## config.mk

```make
export PLATFORM = sky130hd
export DESIGN_NAME = mem_port_arbiter
export DESIGN_NICKNAME = d
export VERILOG_FILES = /design/src/rtl/mem_port_arbiter_pkg.sv /design/src/rtl/mem_port_arbiter_prio.sv /design/src/rtl/mem_port_arbiter.sv
export SDC_FILE = /design/constraint.sdc
export NUM_CORES = 1
export LEC_CHECK = 0
export ABC_AREA = 0
export CAP_MARGIN = 20
export CORE_AREA = 5 5 186 188
export CTS_BUF_LIST = sky130_fd_sc_hd__clkbuf_4
export DETAILED_ROUTE_END_ITERATION = 8
export DIE_AREA = 0 0 191 193
export DONT_BUFFER_PORTS = 1
export PLACE_DENSITY = 0.47
export SYNTH_ARGS = -nofsm -noshare
export SYNTH_HDL_FRONTEND = slang
export SYNTH_HIERARCHICAL = 1
export SYNTH_SLANG_ARGS = --single-unit
```

## constraint.sdc

```tcl
create_clock -name clock -period 2.7 [get_ports clock]
set_input_delay 0.27 -clock clock [delete_from_list [all_inputs] [get_ports clock]]
set_output_delay 0.27 -clock clock [all_outputs]
set_load 0.01 [all_outputs]
```

## src/rtl/mem_port_arbiter_pkg.sv

```systemverilog
// Shared definitions for the fetch/data memory-port arbiter: FSM states,
// requester IDs, the opcode encodings this port serves, and the reset NOP.
package mem_port_arbiter_pkg;

    typedef enum logic [1:0] {
        IDLE   = 2'd0,
        ACCESS = 2'd1,
        RESP   = 2'd2
    } state_t;

    localparam logic REQ_IF = 1'b0;
    localparam logic REQ_DM = 1'b1;

    localparam logic [6:0] LD    = 7'b000_0011;
    localparam logic [6:0] SD    = 7'b010_0011;
    localparam logic [6:0] ALUop = 7'b011_0011;

    localparam logic [31:0] NOP = 32'h0000_0013;

    // The port is 64 bits wide; instructions are 32, picked by byte address bit 2.
    function automatic logic [31:0] fetch_half(input logic [63:0] word, input logic upper);
        return upper ? word[63:32] : word[31:0];
    endfunction

endpackage

```

## src/rtl/mem_port_arbiter_prio.sv

```systemverilog
// Fetch/data priority selection with a bounded starvation counter: data wins
// unless fetch has been passed over STARVE_MAX times in a row.
module mem_arb_prio #(
    parameter int STARVE_MAX = 3
) (
    input  logic clock,
    input  logic reset,
    input  logic if_req,
    input  logic dm_req,
    input  logic grant_en,
    output logic grant_id
);
    import mem_port_arbiter_pkg::*;

    logic [2:0] starve_cnt;
    logic       fetch_turn;

    // NOTE: every always_comb output gets a value on every path, or a latch is inferred.
    always_comb begin
        fetch_turn = if_req && (!dm_req || starve_cnt == 3'(STARVE_MAX));
        grant_id   = fetch_turn ? REQ_IF : REQ_DM;
    end

    // NOTE: sequential state uses non-blocking assignments only, so every flop sees pre-edge values.
    always_ff @(posedge clock) begin
        if (reset) begin
            starve_cnt <= '0;
        end else if (grant_en) begin
            if (fetch_turn || !if_req) begin
                starve_cnt <= '0;
            end else if (starve_cnt != 3'(STARVE_MAX)) begin
                starve_cnt <= starve_cnt + 3'd1;
            end
        end
    end

endmodule

```

## src/rtl/mem_port_arbiter.sv

```systemverilog
// Shares one memory port between instruction fetch and MEM-stage loads/stores;
// one access in flight, IDLE -> ACCESS (MEM_LAT cycles) -> RESP.
module mem_port_arbiter #(
    parameter int MEM_LAT    = 2,
    parameter int STARVE_MAX = 3
) (
    input  logic        clock,
    input  logic        reset,
    input  logic        if_req,
    input  logic [63:0] if_addr,
    output logic        if_ack,
    output logic [31:0] if_rdata,
    input  logic        dm_req,
    input  logic        dm_we,
    input  logic [63:0] dm_addr,
    input  logic [63:0] dm_wdata,
    output logic        dm_ack,
    output logic [63:0] dm_rdata,
    output logic        mem_en,
    output logic        mem_we,
    output logic [63:0] mem_addr,
    output logic [63:0] mem_wdata,
    input  logic [63:0] mem_rdata,
    output logic        busy
);
    import mem_port_arbiter_pkg::*;

    localparam logic [3:0] LAT_LAST = 4'(MEM_LAT - 1);

    state_t     state;
    logic [3:0] lat_cnt;
    logic       gnt_q;
    logic       we_q;
    logic       grant_en;
    logic       grant_id;

    assign grant_en = (state == IDLE) && (if_req || dm_req);

    mem_arb_prio #(
        .STARVE_MAX(STARVE_MAX)
    ) u_prio (
        .clock   (clock),
        .reset   (reset),
        .if_req  (if_req),
        .dm_req  (dm_req),
        .grant_en(grant_en),
        .grant_id(grant_id)
    );

    // The requester may drop its inputs once granted; mem_* only ever reflect the latched copy.
    always_ff @(posedge clock) begin
        if (reset) begin
            state     <= IDLE;
            lat_cnt   <= '0;
            gnt_q     <= REQ_IF;
            we_q      <= 1'b0;
            mem_addr  <= '0;
            mem_wdata <= '0;
            mem_en    <= 1'b0;
            mem_we    <= 1'b0;
            busy      <= 1'b0;
            if_ack    <= 1'b0;
            dm_ack    <= 1'b0;
            if_rdata  <= NOP;
            dm_rdata  <= '0;
        end else begin
            if_ack <= 1'b0;
            dm_ack <= 1'b0;
            case (state)
                IDLE: begin
                    if (grant_en) begin
                        state   <= ACCESS;
                        busy    <= 1'b1;
                        mem_en  <= 1'b1;
                        lat_cnt <= '0;
                        gnt_q   <= grant_id;
                        if (grant_id == REQ_DM) begin
                            mem_addr  <= dm_addr;
                            mem_wdata <= dm_wdata;
                            we_q      <= dm_we;
                            mem_we    <= dm_we;
                        end else begin
                            mem_addr <= if_addr;
                            we_q     <= 1'b0;
                            mem_we   <= 1'b0;
                        end
                    end
                end
                ACCESS: begin
                    if (lat_cnt == LAT_LAST) begin
                        state   <= RESP;
                        mem_en  <= 1'b0;
                        mem_we  <= 1'b0;
                        lat_cnt <= '0;
                        if (gnt_q == REQ_IF) begin
                            if_ack   <= 1'b1;
                            if_rdata <= fetch_half(mem_rdata, mem_addr[2]);
                        end else begin
                            dm_ack <= 1'b1;
                            if (!we_q) begin
                                dm_rdata <= mem_rdata;
                            end
                        end
                    end else begin
                        lat_cnt <= lat_cnt + 4'd1;
                    end
                end
                RESP: begin
                    state <= IDLE;
                    busy  <= 1'b0;
                end
                default: begin
                    state <= IDLE;
                    busy  <= 1'b0;
                end
            endcase
        end
    end

endmodule

```

Word level (Yosys, flattened, before mapping)
Index checks and enable logic that the tools add are counted.
Word-level totals
  bits of input ports: 261
  bits in registers: 240
Cells by class
  eq/ne operators: 6
  bitwise operators: 5
  muxes and demuxes: 20
  reductions and logical operators: 20
  add/sub/neg operators: 2
Operators with widths (count)
  two-way mux 64 bit: 1
  two-way mux 32 bit: 1
  AND reduction 2 bit: 5
  AND reduction 3 bit: 3
  two-way mux 4 bit: 2
  one-hot mux 4 bit (2 select lines): 1
  two-way mux 1 bit: 7
  two-way mux 3 bit: 2
  one-hot mux 1 bit (2 select lines): 3
  NOT 1 bit: 5
  adder 4 x 1 -> 4 bit, second input constant: 1
  == test 4 x 1 -> 1 bit, second input constant: 1
  two-way mux 2 bit: 2
  != test 2 bit, second input constant: 2
  one-hot mux 2 bit (2 select lines): 1
  AND reduction 4 bit: 1
  nonzero test 2 bit: 2
  adder 3 x 1 -> 3 bit, second input constant: 1
  == test 3 x 2 -> 1 bit, second input constant: 1
  logical OR 1 bit: 3
  != test 3 x 2 -> 1 bit, second input constant: 1
  OR reduction 3 bit: 1
  == test 2 x 1 -> 1 bit, second input constant: 1
  logical AND 1 bit: 2
  other kinds (2): 3

Longest topological paths before layout
Gate-level depths: netlist of run 1.
  depth after elaboration: 6
  depth in mapped cells: 8
  gate-level depth less buffers: 6

Hierarchy
The synthesis of run 1 kept the hierarchy.
By module, submodules not included
  mem_port_arbiter: area each 10517.6 µm², sequential area each 4744.6 µm², cells each 1090, times used 1
  mem_arb_prio: area each 160.2 µm², sequential area each 60.1 µm², cells each 16, times used 1

Least setup slack after synthesis of run 1
No wires, ideal clock.
  path type: register to register
  start: register u_prio.starve_cnt[0]
  end: register mem_addr[10]
  data arrival time: 1.763 ns
  period minus slack after synthesis: 1.900 ns
  cell stages (with the launch flop): 8
  data required time: 2.562 ns
  slack: 0.800 ns
  setup time: 0.138 ns
  path buffers: 2
  cell sequence: dfxtp_1 -> ha_1 -> ha_1 -> o21ai_0 -> clkbuf_1 -> clkbuf_1 -> mux2i_1 -> a211oi_1
Between the ends
  longest elaborated chain between the ends: 4
RTL lines
  from (decl): line mem_port_arbiter_prio.sv:15  | logic [2:0] starve_cnt;
  from (signal assigned): line mem_port_arbiter_prio.sv:32  | starve_cnt <= starve_cnt + 3'd1;
  == test 3 x 2 -> 1 bit: line mem_port_arbiter_prio.sv:20  | fetch_turn = if_req && (!dm_req || starve_cnt == 3'(STARVE_MAX));
  logical OR 1 bit: line mem_port_arbiter_prio.sv:20
  logical AND 1 bit: line mem_port_arbiter_prio.sv:20
  two-way mux 64 bit: line mem_port_arbiter.sv:77  | if (grant_id == REQ_DM) begin
  to (signal assigned): line mem_port_arbiter.sv:78  | mem_addr <= dm_addr;
  to (signal assigned): line mem_port_arbiter.sv:83  | mem_addr <= if_addr;
  to (decl): line mem_port_arbiter.sv:21  | output logic [63:0] mem_addr,
No other way between the ends.
A chain may end at the register's enable or synchronous reset.

Final worst setup path of run 1
  start: register lat_cnt[0]
  end: register dm_rdata[63]
Between the ends
  longest elaborated chain between the ends: 2
RTL lines
  from (decl): line mem_port_arbiter.sv:31  | logic [3:0] lat_cnt;
  from (signal assigned): line mem_port_arbiter.sv:105  | lat_cnt <= lat_cnt + 4'd1;
  == test 4 x 1 -> 1 bit: line mem_port_arbiter.sv:90  | if (lat_cnt == LAT_LAST) begin
  AND reduction 4 bit (no line)
  to (signal assigned): line mem_port_arbiter.sv:101  | dm_rdata <= mem_rdata;
  to (decl): line mem_port_arbiter.sv:18  | output logic [63:0] dm_rdata,
No other way between the ends.

==> metrics.cfg, run 1 <==
[routing]
drtIter0Drc = 507
finalWirelength_microns = 39340
via_per_inst = 5.295
post_drt_wl_per_cell_microns = 21.79
drtAntennaViolNets = 0
dr_total_vias = 9557
drt-pass1-iter-count = 5
drc = 0

[floorplan]
initial_core_util_pct = 32.41
core.rowCount = 67
num_io_pins = 490
die_y_microns = 193
dieArea_sq_um = 36860
coreArea_sq_um = 32950
fp.dieW_microns = 191

[clock_tree]
clockBufferDepth = 3
root_buffer = clkbuf_4
cts_buffers = 70
cts.sinks = 240
h-tree-depth = 3
cts_tree = done
cts.clk_slew.worst_paths_ps = 60
insertion_delay_ps = 680

[cells_and_area]
final_cell_mix = 248 x dlygate4sd3_1, 239 x dfxtp_1, 164 x a21oi_1, 160 x mux2i_1, 132 x nand2b_1
layout_commonest_cell = dlygate4sd3_1
fin_nets = 1585
drive_gt1_share_pct = 10.04
fillers = 3218
final_cells = 1805
syn2layout_area_growth_pct = 33.49

[sta]
tightestPinTransition_ps = 734.6
skew_ps = 33.63
slew_violations = 0
period_needed_ps = 2553
slew_headroom_pct = 51.03
max_freq_mhz = 391.8
rsz0062_at_grt = no
hold_viol_final = 0
post-route-period-util_pct = 94.54
final-setup-viol-count = 0
setup_tns_ps = 0

[synthesis]
ys_types = 35
syn_inst = 1106
synth-seq-cells = 240
synthesis.area_sq_um = 10680
syn-num-nets = 1371
synth_seq_area_share_pct = 45.00
yosysWarnings = 6
syn_avg_cell_area_sq_um = 9.654

[power]
pwr-share-seq_pct = 46.1
leakagePower_nw = 5.602
power_switching_mw = 2.645
switching_share_pct = 29.35
pwr-share-clk_pct = 37.4
ir_drop_uv = 356.6
p_per_area_nw_per_um2 = 632.2
p_int_mw = 6.366
comb_power_share_pct = 16.4
total_power_mw = 9.011

[global_route]
grt_antenna_before_repair = 3
grt_pass1_vias = 10173
grt_pass1_wl_microns = 58460
grt-ovfl-total = 0
grt_start_max_net_pins = 201
grt_usage_pct = 19.85

[setup_path]
crit_path_top_delay_cell = dlygate4sd3_1
crit_family = simple AND/OR/NAND/NOR gates
slowest_delay_ps = 550
regToRegSetupSlack_ps = 150
critPathCaptureType = register
cp-start-kind = register
crit_required_ps = 3310
worst-path-buf-inv = 2
worst-setup-path-type = reg -> reg
crit_fanout = 20
arrival_ps = 3170
crit_chain = ha_1 > or3b_1 > nor4_4 > clkbuf_16 > mux2i_1 > dlygate4sd3_1

[place]
hpwl_microns = 23670
gp_congestion = 0.7520
port_buffers = 0
post-place-cells = 1445

[flow_run]
drv_cap = 0

[min_path]
min_path_type = in -> reg

[run_status]
status = finished clean

## worst min-delay path: stages
cell and delay (ps):
o21ai_4 70, buf_12 210, nand4_1 110, a21oi_1 60
## layer usage
layer	share of wire (%)	GRT usage, %	wire length [microns]
met4	4.0	9.116	1574
met5	0.033	0	13
met3	7.8	6.320	3082
met2	49	33.42	19220
met1	39	23.19	15440
## logic make-up (layout without fill, tap and decap cells)
| family | Yosys count | after routing | synth area share (%) |
|---|---|---|---|
| other cells | 0 | 3 | 0 |
| simple gates | 231 | 231 | 13.51 |
| flops | 240 | 240 | 45.00 |
| mux | 160 | 160 | 15.00 |
| fa+ha+maj | 4 | 4 | 0.4687 |
| compound gates | 338 | 338 | 19.92 |
| buf+inv | 133 | 381 | 6.105 |
## cell usage after synthesis
cell type  instances  share of area (%)
dfxtp_1          240                 45
a21oi_1          164                7.7
mux2i_1          160                 15
nand2b_1         132                7.7
a211oi_1          97                6.8
clkbuf_1          88                3.1
nand4_1           65                3.8
o31ai_1           65                4.6
buf_2             22                1.0
nor2_1             9               0.32
buf_1              8               0.28
buf_12             7                1.3
o21ai_0            5               0.23
ha_1               4               0.47
inv_1              4               0.14
nor2b_1            4               0.23
nor3b_1            4               0.28
a22o_1             3               0.25
nand2_1            3               0.11
nor3_1             3               0.14
and3b_1            2               0.16
inv_2              2              0.070
nand3_1            2              0.094
or2_2              2               0.12
a2111oi_2          1               0.14
a311oi_1           1              0.082
a31oi_1            1              0.059
buf_4              1              0.070
buf_6              1               0.11
nor3_2             1              0.094
nor4_4             1               0.20
o32ai_1            1              0.082
or3_1              1              0.059
or3b_1             1              0.082
or4_2              1              0.082
## stage by stage
stage	hold WS (ps)	area, sq um	utilization [%]	setup WS, ps
floorplan	425.3	10680	-	799.8
global placement	364.0	10890	33.06	630.5
detailed placement	363.7	10890	33.06	546.9
CTS	56.25	14220	43.16	41.86
global route	77.88	14250	43.26	21.04
finish	119.6	14250	43.26	147.4
## layout make-up
type	count	area [sq um]	area share, %
Inverter	6	22.52	0.1580
Clock inverter	8	82.58	0.5794
Tap cell	448	560.5	3.933
Clock buffer	98	735.7	5.162
Multi-Input combinational cell	733	5266	36.95
Antenna cell	3	7.507	0.05267
Sequential cell	240	4806	33.72
Timing Repair Buffer	269	2773	19.45
## sequential cells by signal, indices dropped and copies added, names as in the netlist
name               cells
mem_en                 1
mem_wdata             64
u_prio/starve_cnt      3
state                  2
we_q                   1
gnt_q                  1
if_rdata              32
dm_ack                 1
lat_cnt                4
mem_addr              64
busy                   1
dm_rdata              64
mem_we                 1
if_ack                 1
## power by group through the flow
stage / clock network (mW) / logic [mW] / registers [mW]
after global placement: 0 / 1.02 / 4.24
after detailed placement: 0 / 1.03 / 4.24
after floorplan: 0 / 0.886 / 4.10
after global routing: 3.72 / 1.62 / 4.18
after CTS: 3.53 / 1.47 / 4.16
final: 3.37 / 1.48 / 4.16
## timing repair
action                                  4_1_cts  5_1_grt
gates resized for setup                       0        2
endpoints found under the setup margin        0       10
endpoints found under the hold margin       240        0
hold buffers                                249        0
setup buffers                                 0        1
## worst paths after layout
path	cells after the start	start	endpoint
min reg2reg	1	u_prio/starve_cnt[2]	u_prio/starve_cnt[2]
min	4	if_req	mem_wdata[44]
max	6	lat_cnt[0]	dm_rdata[63]
max reg2reg	6	lat_cnt[0]	dm_rdata[63]
No activity file was read; power rests on OpenSTA's default activity.
==> run 2: changes to the inputs <==
CORE_AREA = 5 5 185 187   (was 5 5 186 188)
DIE_AREA = 0 0 190 192   (was 0 0 191 193)
clock period = 2.91 ns   (was 2.7 ns; I/O delays follow)
==> run 2 against run 1 <==
Die area shrank 1.0%. Clock skew is 15 ps higher. Register-to-register slack better by 140 ps. Clock power rose by 5%. Sequential power shrank 7.5%. Wire length is 0.46% lower.
==> metrics.cfg, run 2 (synthesized netlist as in run 1, its figures left out) <==
[setup_path]
arrival_ps = 3180  ; about the same
reg2reg_to = mem_addr[60]
crit_fanout = 49  ; +150%
crit_path_top_delay_cell = dlygate4sd3_1
cp_common_cell = ha_1
slowest_delay_ps = 580  ; +30 ps
worst-setup-path-type = reg -> reg
crit_chain = ha_1 > ha_1 > o21ai_4 > buf_4 > mux2i_1 > dlygate4sd3_1 > a211oi_1
worst-path-buf-inv = 2  ; unchanged
crit_required_ps = 3460  ; +150 ps
ff2ff_path_depth = 7  ; +1
crit_family = buffers and inverters
r2r_start = u_prio/starve_cnt[0]
cp-start-kind = register
regToRegSetupSlack_ps = 290  ; +140 ps
critPathCaptureType = register

[routing]
post_drt_wl_per_cell_microns = 21.61  ; -0.84%
dr_total_vias = 9587  ; +0.31%
drtIter0Drc = 473  ; -6.7%
via_per_inst = 5.291  ; about the same
drc = 0  ; unchanged
drtAntennaViolNets = 0  ; unchanged
finalWirelength_microns = 39160  ; -0.46%
drt-pass1-iter-count = 4  ; -1

[sta]
hold_viol_final = 0  ; unchanged
max_freq_mhz = 381.0  ; -2.8%
skew_ps = 48.43  ; +14.80 ps
slew_violations = 0  ; unchanged
final.setup.worst_slack_ps = 285.0  ; +137.6 ps
hold_ws_ps = 122.8  ; +3.290 ps
period_needed_ps = 2625  ; +72.36 ps
tightestPinTransition_ps = 914.7  ; +180.2 ps
final-setup-viol-count = 0  ; unchanged
setup_tns_ps = 0  ; unchanged
slew_headroom_pct = 39.02  ; -12 points
post-route-period-util_pct = 90.21  ; -4.3 points
rsz0062_at_grt = no

[clock_tree]
insertion_delay_ps = 680  ; about the same
cts_buffers = 72  ; +2.9%
root_buffer = clkbuf_4
cts.clk_slew.worst_paths_ps = 60  ; about the same
cts_setup_buffers = 0  ; unchanged
h-tree-depth = 3  ; unchanged
cts.sinks = 240  ; unchanged
clockBufferDepth = 3  ; unchanged
cts_tree = done

[power]
pwr-share-seq_pct = 44.0  ; -2.1 points
switching_share_pct = 28.70  ; -0.65 points
comb_power_share_pct = 15.7  ; -0.7 points
ir_drop_uv = 320.0  ; -10%
power_switching_mw = 2.513  ; -5.0%
pwr-share-clk_pct = 40.4  ; +3.0 points
p_per_area_nw_per_um2 = 610.4  ; -3.4%
p_int_mw = 6.243  ; -1.9%
leakagePower_nw = 5.619  ; +0.31%

[cells_and_area]
multi_input_area_sq_um = 5266  ; unchanged
drive_gt1_share_pct = 10.91  ; +0.86 points
layout.area.seq_sq_um = 4806  ; unchanged
fin_nets = 1582  ; -0.19%
reg.largest.list = dm_rdata (64), mem_addr (64), mem_wdata (64)
final_cell_mix = 244 x dlygate4sd3_1, 239 x dfxtp_1, 164 x a21oi_1, 160 x mux2i_1, 132 x nand2b_1
syn2layout_area_growth_pct = 34.33
utilization_pct = 44.42  ; +1.2 points
layout_commonest_cell = dlygate4sd3_1
fillers = 3142  ; -2.4%

[place]
pre_cts_ws_ps = 637.4  ; +90.50 ps
port_buffers = 0  ; unchanged
gp_congestion = 0.7445  ; -1.0%
hpwl_microns = 23900  ; +0.99%

[flow_run]
drv_cap = 0  ; unchanged

[global_route]
grt_pass1_vias = 10086  ; -0.86%
grt_pass1_wl_microns = 58730  ; +0.47%
grt_usage_pct = 20.18  ; +0.32 points
grt_start_max_net_pins = 213  ; +6.0%
grt-ovfl-total = 0  ; unchanged
grt_antenna_before_repair = 4  ; +1

[floorplan]
fp.dieW_microns = 190  ; -0.52%
initial_core_util_pct = 33.07  ; +0.66 points
coreArea_sq_um = 32290  ; -2.0%
core.rowCount = 66  ; -1.5%
dieArea_sq_um = 36480  ; -1.0%
die_y_microns = 192  ; -0.52%
num_io_pins = 490  ; unchanged

[min_path]
hold-path-endpoint = mem_wdata[23]
min_path_type = in -> reg
holdCritStartpoint = if_req
hold-path-cell-count = 3  ; -1

[run_status]
status = finished clean

-- run 2: changes by cell type in the layout (fill, tap and decap cells not counted), moves of 2 or more --
cell	before	now
clkinv_1	5	8
clkbuf_4	98	108
buf_6	2	0
dlygate4sd3_1	248	244
bufinv_16	2	4
-- run 2: cell type report --
type | count | share of cell area, %
Sequential cell | 240 | 33.50
Multi-Input combinational cell | 733 | 36.71
Clock inverter | 15 | 1.134
Inverter | 6 | 0.1570
Clock buffer | 108 | 5.652
Tap cell | 442 | 3.856
Antenna cell | 4 | 0.06978
Timing Repair Buffer | 264 | 18.91
-- run 2: power by group through the flow --
stage	combinational [mW]	clock (mW)	sequential, mW
6_report	1.37	3.54	3.85
5_1_grt	1.50	3.88	3.87
4_1_cts	1.36	3.68	3.86
3_5_place_dp	0.952	0	3.93
3_3_place_gp	0.943	0	3.93
2_1_floorplan	0.822	0	3.81
-- run 2: layer usage --
layer | global-route usage, % | vias up | part of all wire [%]
met2 | 34.57 | 419 | 50
met5 | 0 | - | 0
li1 | - | 4548 | -
met4 | 9.238 | 0 | 3.5
met3 | 7.415 | 87 | 8.8
met1 | 22.37 | 4533 | 38
-- run 2: how the worst max path moves through the flow --
stage,from,end,slack [ps],cells past startpoint
after global placement,lat_cnt[0],dm_rdata[37],710,5
after detailed placement,lat_cnt[0],dm_rdata[39],640,5
final,u_prio/starve_cnt[0],mem_addr[60],290,7
after floorplan,u_prio/starve_cnt[0],mem_addr[10],1010,7
after global routing,u_prio/starve_cnt[0],mem_addr[60],150,7
after CTS,u_prio/starve_cnt[0],mem_addr[60],280,7
-- run 2: metrics by stage --
step	cell area [sq um]	total power, mW	std cells
final	14340	8.756	1812
after global routing	14340	9.253	1812
after CTS	14330	8.895	1808
after detailed placement	10890	4.880	1440
after global placement	10890	4.873	1440
after floorplan	10680	4.630	1106
-- run 2: timing repair --
| action | in CTS | in global routing |
|---|---|---|
| resized for setup | 0 | 0 |
| endpoints found under the hold margin | 240 | 0 |
| hold buffers | 245 | 0 |
-- run 2: worst reg2reg max path, delay by kind of cell (launching register included) --
| kind | cells | cell delay (ps) |
|---|---|---|
| buffers and inverters | 2 | 1090 |
| adder cells (fa/ha/maj) | 2 | 410 |
| AO/OA/AOI/OAI | 2 | 510 |
| flip-flops | 1 | 330 |
| multiplexers | 1 | 160 |
==> run 3: changes to the inputs <==
CAP_MARGIN = 30   (was 20)
PLACE_DENSITY = unset   (was 0.47)
==> run 3 against run 2 <==
Combinational power about the same. Global-route usage decreased by 1.2 points. Core utilization decreased by 1.3 points. Via count decreased by 0.65%. Worst hold slack got worse by 9.1 ps. Clock-buffer cell count decreased by 9. Clock power decreased by 11%. Final area decreased by 2.9%. Non-clock buffer count decreased by 29. Power decreased by 4.6%. Wire length decreased by 4.4%. Sequential power about the same. Critical path type unchanged. Highest routed layer unchanged.
==> metrics.cfg, run 3 (synthesized netlist as in run 1, its figures left out) <==
[clock_tree]
cts.clk_slew.worst_paths_ps = 60  ; about the same
cts_resized = 0  ; unchanged
cts.sinks = 240  ; unchanged
h-tree-depth = 3  ; unchanged
cts_buffers = 70  ; -2.8%
cts_setup_buffers = 0  ; unchanged
clockBufferDepth = 3  ; unchanged
root_buffer = clkbuf_4
cts_tree = done
insertion_delay_ps = 670  ; about the same

[routing]
drc = 0  ; unchanged
drt-pass1-iter-count = 5  ; +1
dr_total_vias = 9525  ; -0.65%
drtIter0Drc = 596  ; +26%
drtAntennaViolNets = 0  ; unchanged
finalWirelength_microns = 37440  ; -4.4%
post_drt_wl_per_cell_microns = 21.10  ; -2.3%
via_per_inst = 5.369  ; +1.5%

[global_route]
grt_pass1_vias = 9744  ; -3.4%
grt_pass1_wl_microns = 55660  ; -5.2%
grt_usage_pct = 18.96  ; -1.2 points
grt-ovfl-total = 0  ; unchanged
grt_start_max_net_pins = 211  ; -0.94%
grt_antenna_before_repair = 4  ; unchanged

[floorplan]
fp.dieW_microns = 190  ; unchanged
initial_core_util_pct = 33.07  ; unchanged
num_io_pins = 490  ; unchanged
core.rowCount = 66  ; unchanged
coreArea_sq_um = 32290  ; unchanged
dieArea_sq_um = 36480  ; unchanged
die_y_microns = 192  ; unchanged

[setup_path]
cp-start-kind = register
critPathCaptureType = register
worst-setup-path-type = reg -> reg
arrival_ps = 3060  ; -120 ps
crit_required_ps = 3440  ; -20 ps
crit_fanout = 90  ; +84%

[place]
pre_cts_ws_ps = 688.1  ; +50.76 ps
port_buffers = 0  ; unchanged
hpwl_microns = 22790  ; -4.6%
gp_congestion = 0.7990  ; +7.3%

[sta]
period_needed_ps = 2527  ; -98.24 ps
slew_headroom_pct = 45.32  ; +6.3 points
post-route-period-util_pct = 86.83  ; -3.4 points
rsz0062_at_grt = no
hold_viol_final = 0  ; unchanged
slew_violations = 0  ; unchanged
setup_tns_ps = 0  ; unchanged
final-setup-viol-count = 0  ; unchanged
skew_ps = 45.64  ; -2.794 ps
max_freq_mhz = 395.8  ; +3.9%
final.setup.worst_slack_ps = 383.3  ; +98.24 ps
tightestPinTransition_ps = 820.2  ; -94.50 ps

[cells_and_area]
syn2layout_area_growth_pct = 30.38
layout_commonest_cell = dfxtp_1
utilization_pct = 43.12  ; -1.3 points
drive_gt1_share_pct = 10.09  ; -0.82 points
fin_nets = 1551  ; -2.0%
reg.largest.list = dm_rdata (64), mem_addr (64), mem_wdata (64)
final_cell_mix = 239 x dfxtp_1, 220 x dlygate4sd3_1, 164 x a21oi_1, 160 x mux2i_1, 132 x nand2b_1

[power]
p_per_area_nw_per_um2 = 600.1  ; -1.7%
leakagePower_nw = 5.422  ; -3.5%
ir_drop_uv = 321.4  ; +0.42%

[min_path]
min_path_type = in -> reg

[run_status]
status = finished clean

[flow_run]
drv_cap = 0  ; unchanged

==> run 3: cell types whose count changed in the layout (fill, tap and decap cells not counted), sizes merged <==
cell and change:
dlygate4sd3 -24, clkbuf -9, buf -5, bufinv -2
clkinv +2
==> run 3: metal layers <==
| layer | routed length [microns] | vias to the layer above | GRT usage, % |
|---|---|---|---|
| met4 | 1180 | 0 | 7.930 |
| met1 | 14120 | 4541 | 21.88 |
| met5 | 0 | - | 0 |
| li1 | - | 4489 | - |
| met2 | 18880 | 415 | 32.10 |
| met3 | 3264 | 80 | 6.579 |
==> run 3: worst paths after layout <==
kind                          endpoint  cells past startpoint                  from  slack (ps)
hold reg to reg   u_prio/starve_cnt[2]                      1  u_prio/starve_cnt[2]         490
setup / recovery          mem_addr[50]                      7  u_prio/starve_cnt[0]         380
hold / removal              lat_cnt[3]                      3                dm_req         110
setup reg to reg          mem_addr[50]                      7  u_prio/starve_cnt[0]         380
==> run 3: critical path, stage by stage (launching register included) <==
cell           delay (ps)
dfxtp_1               330
ha_1                  200
ha_1                  210
o21ai_4               250
buf_12                400
mux2i_1               280
a211oi_1              100
dlygate4sd3_1         590
==> run 3: through the flow <==
step / hold slack, ps / power (mW) / area (sq um) / instances
after floorplan: 446.3 / 4.630 / 10680 / 1106
after global routing: 53.57 / 8.819 / 13920 / 1774
after global placement: 388.0 / 4.825 / 10830 / 1435
after detailed placement: 388.5 / 4.843 / 10830 / 1435
final: 113.8 / 8.354 / 13920 / 1774
after CTS: 6.612 / 8.466 / 13910 / 1770
==> run 3: area by class of cell <==
class,instances,area (sq um)
diodes,4,10.01
clock buffers,99,743.2
clock inverters,15,111.4
fillers,3096,18370
inverters,6,22.52
multi-input cells,733,5266
flip-flops and latches,240,4806
well taps,442,553.0
repair buffers,235,2410
==> run 3: what timing repair did <==
| action | in CTS | in global routing |
|---|---|---|
| hold endpoints to repair | 240 | 0 |
| endpoints found under the setup margin | 0 | 0 |
| hold buffers | 221 | 0 |
==> run 3: power breakdown <==
| group | total, mW | switching [mW] | internal (mW) |
|---|---|---|---|
| clock | 3.16 | 1.44 | 1.73 |
| combinational | 1.35 | 0.690 | 0.664 |
| sequential | 3.84 | 0.316 | 3.52 |
| total | 8.35 | 2.44 | 5.91 |
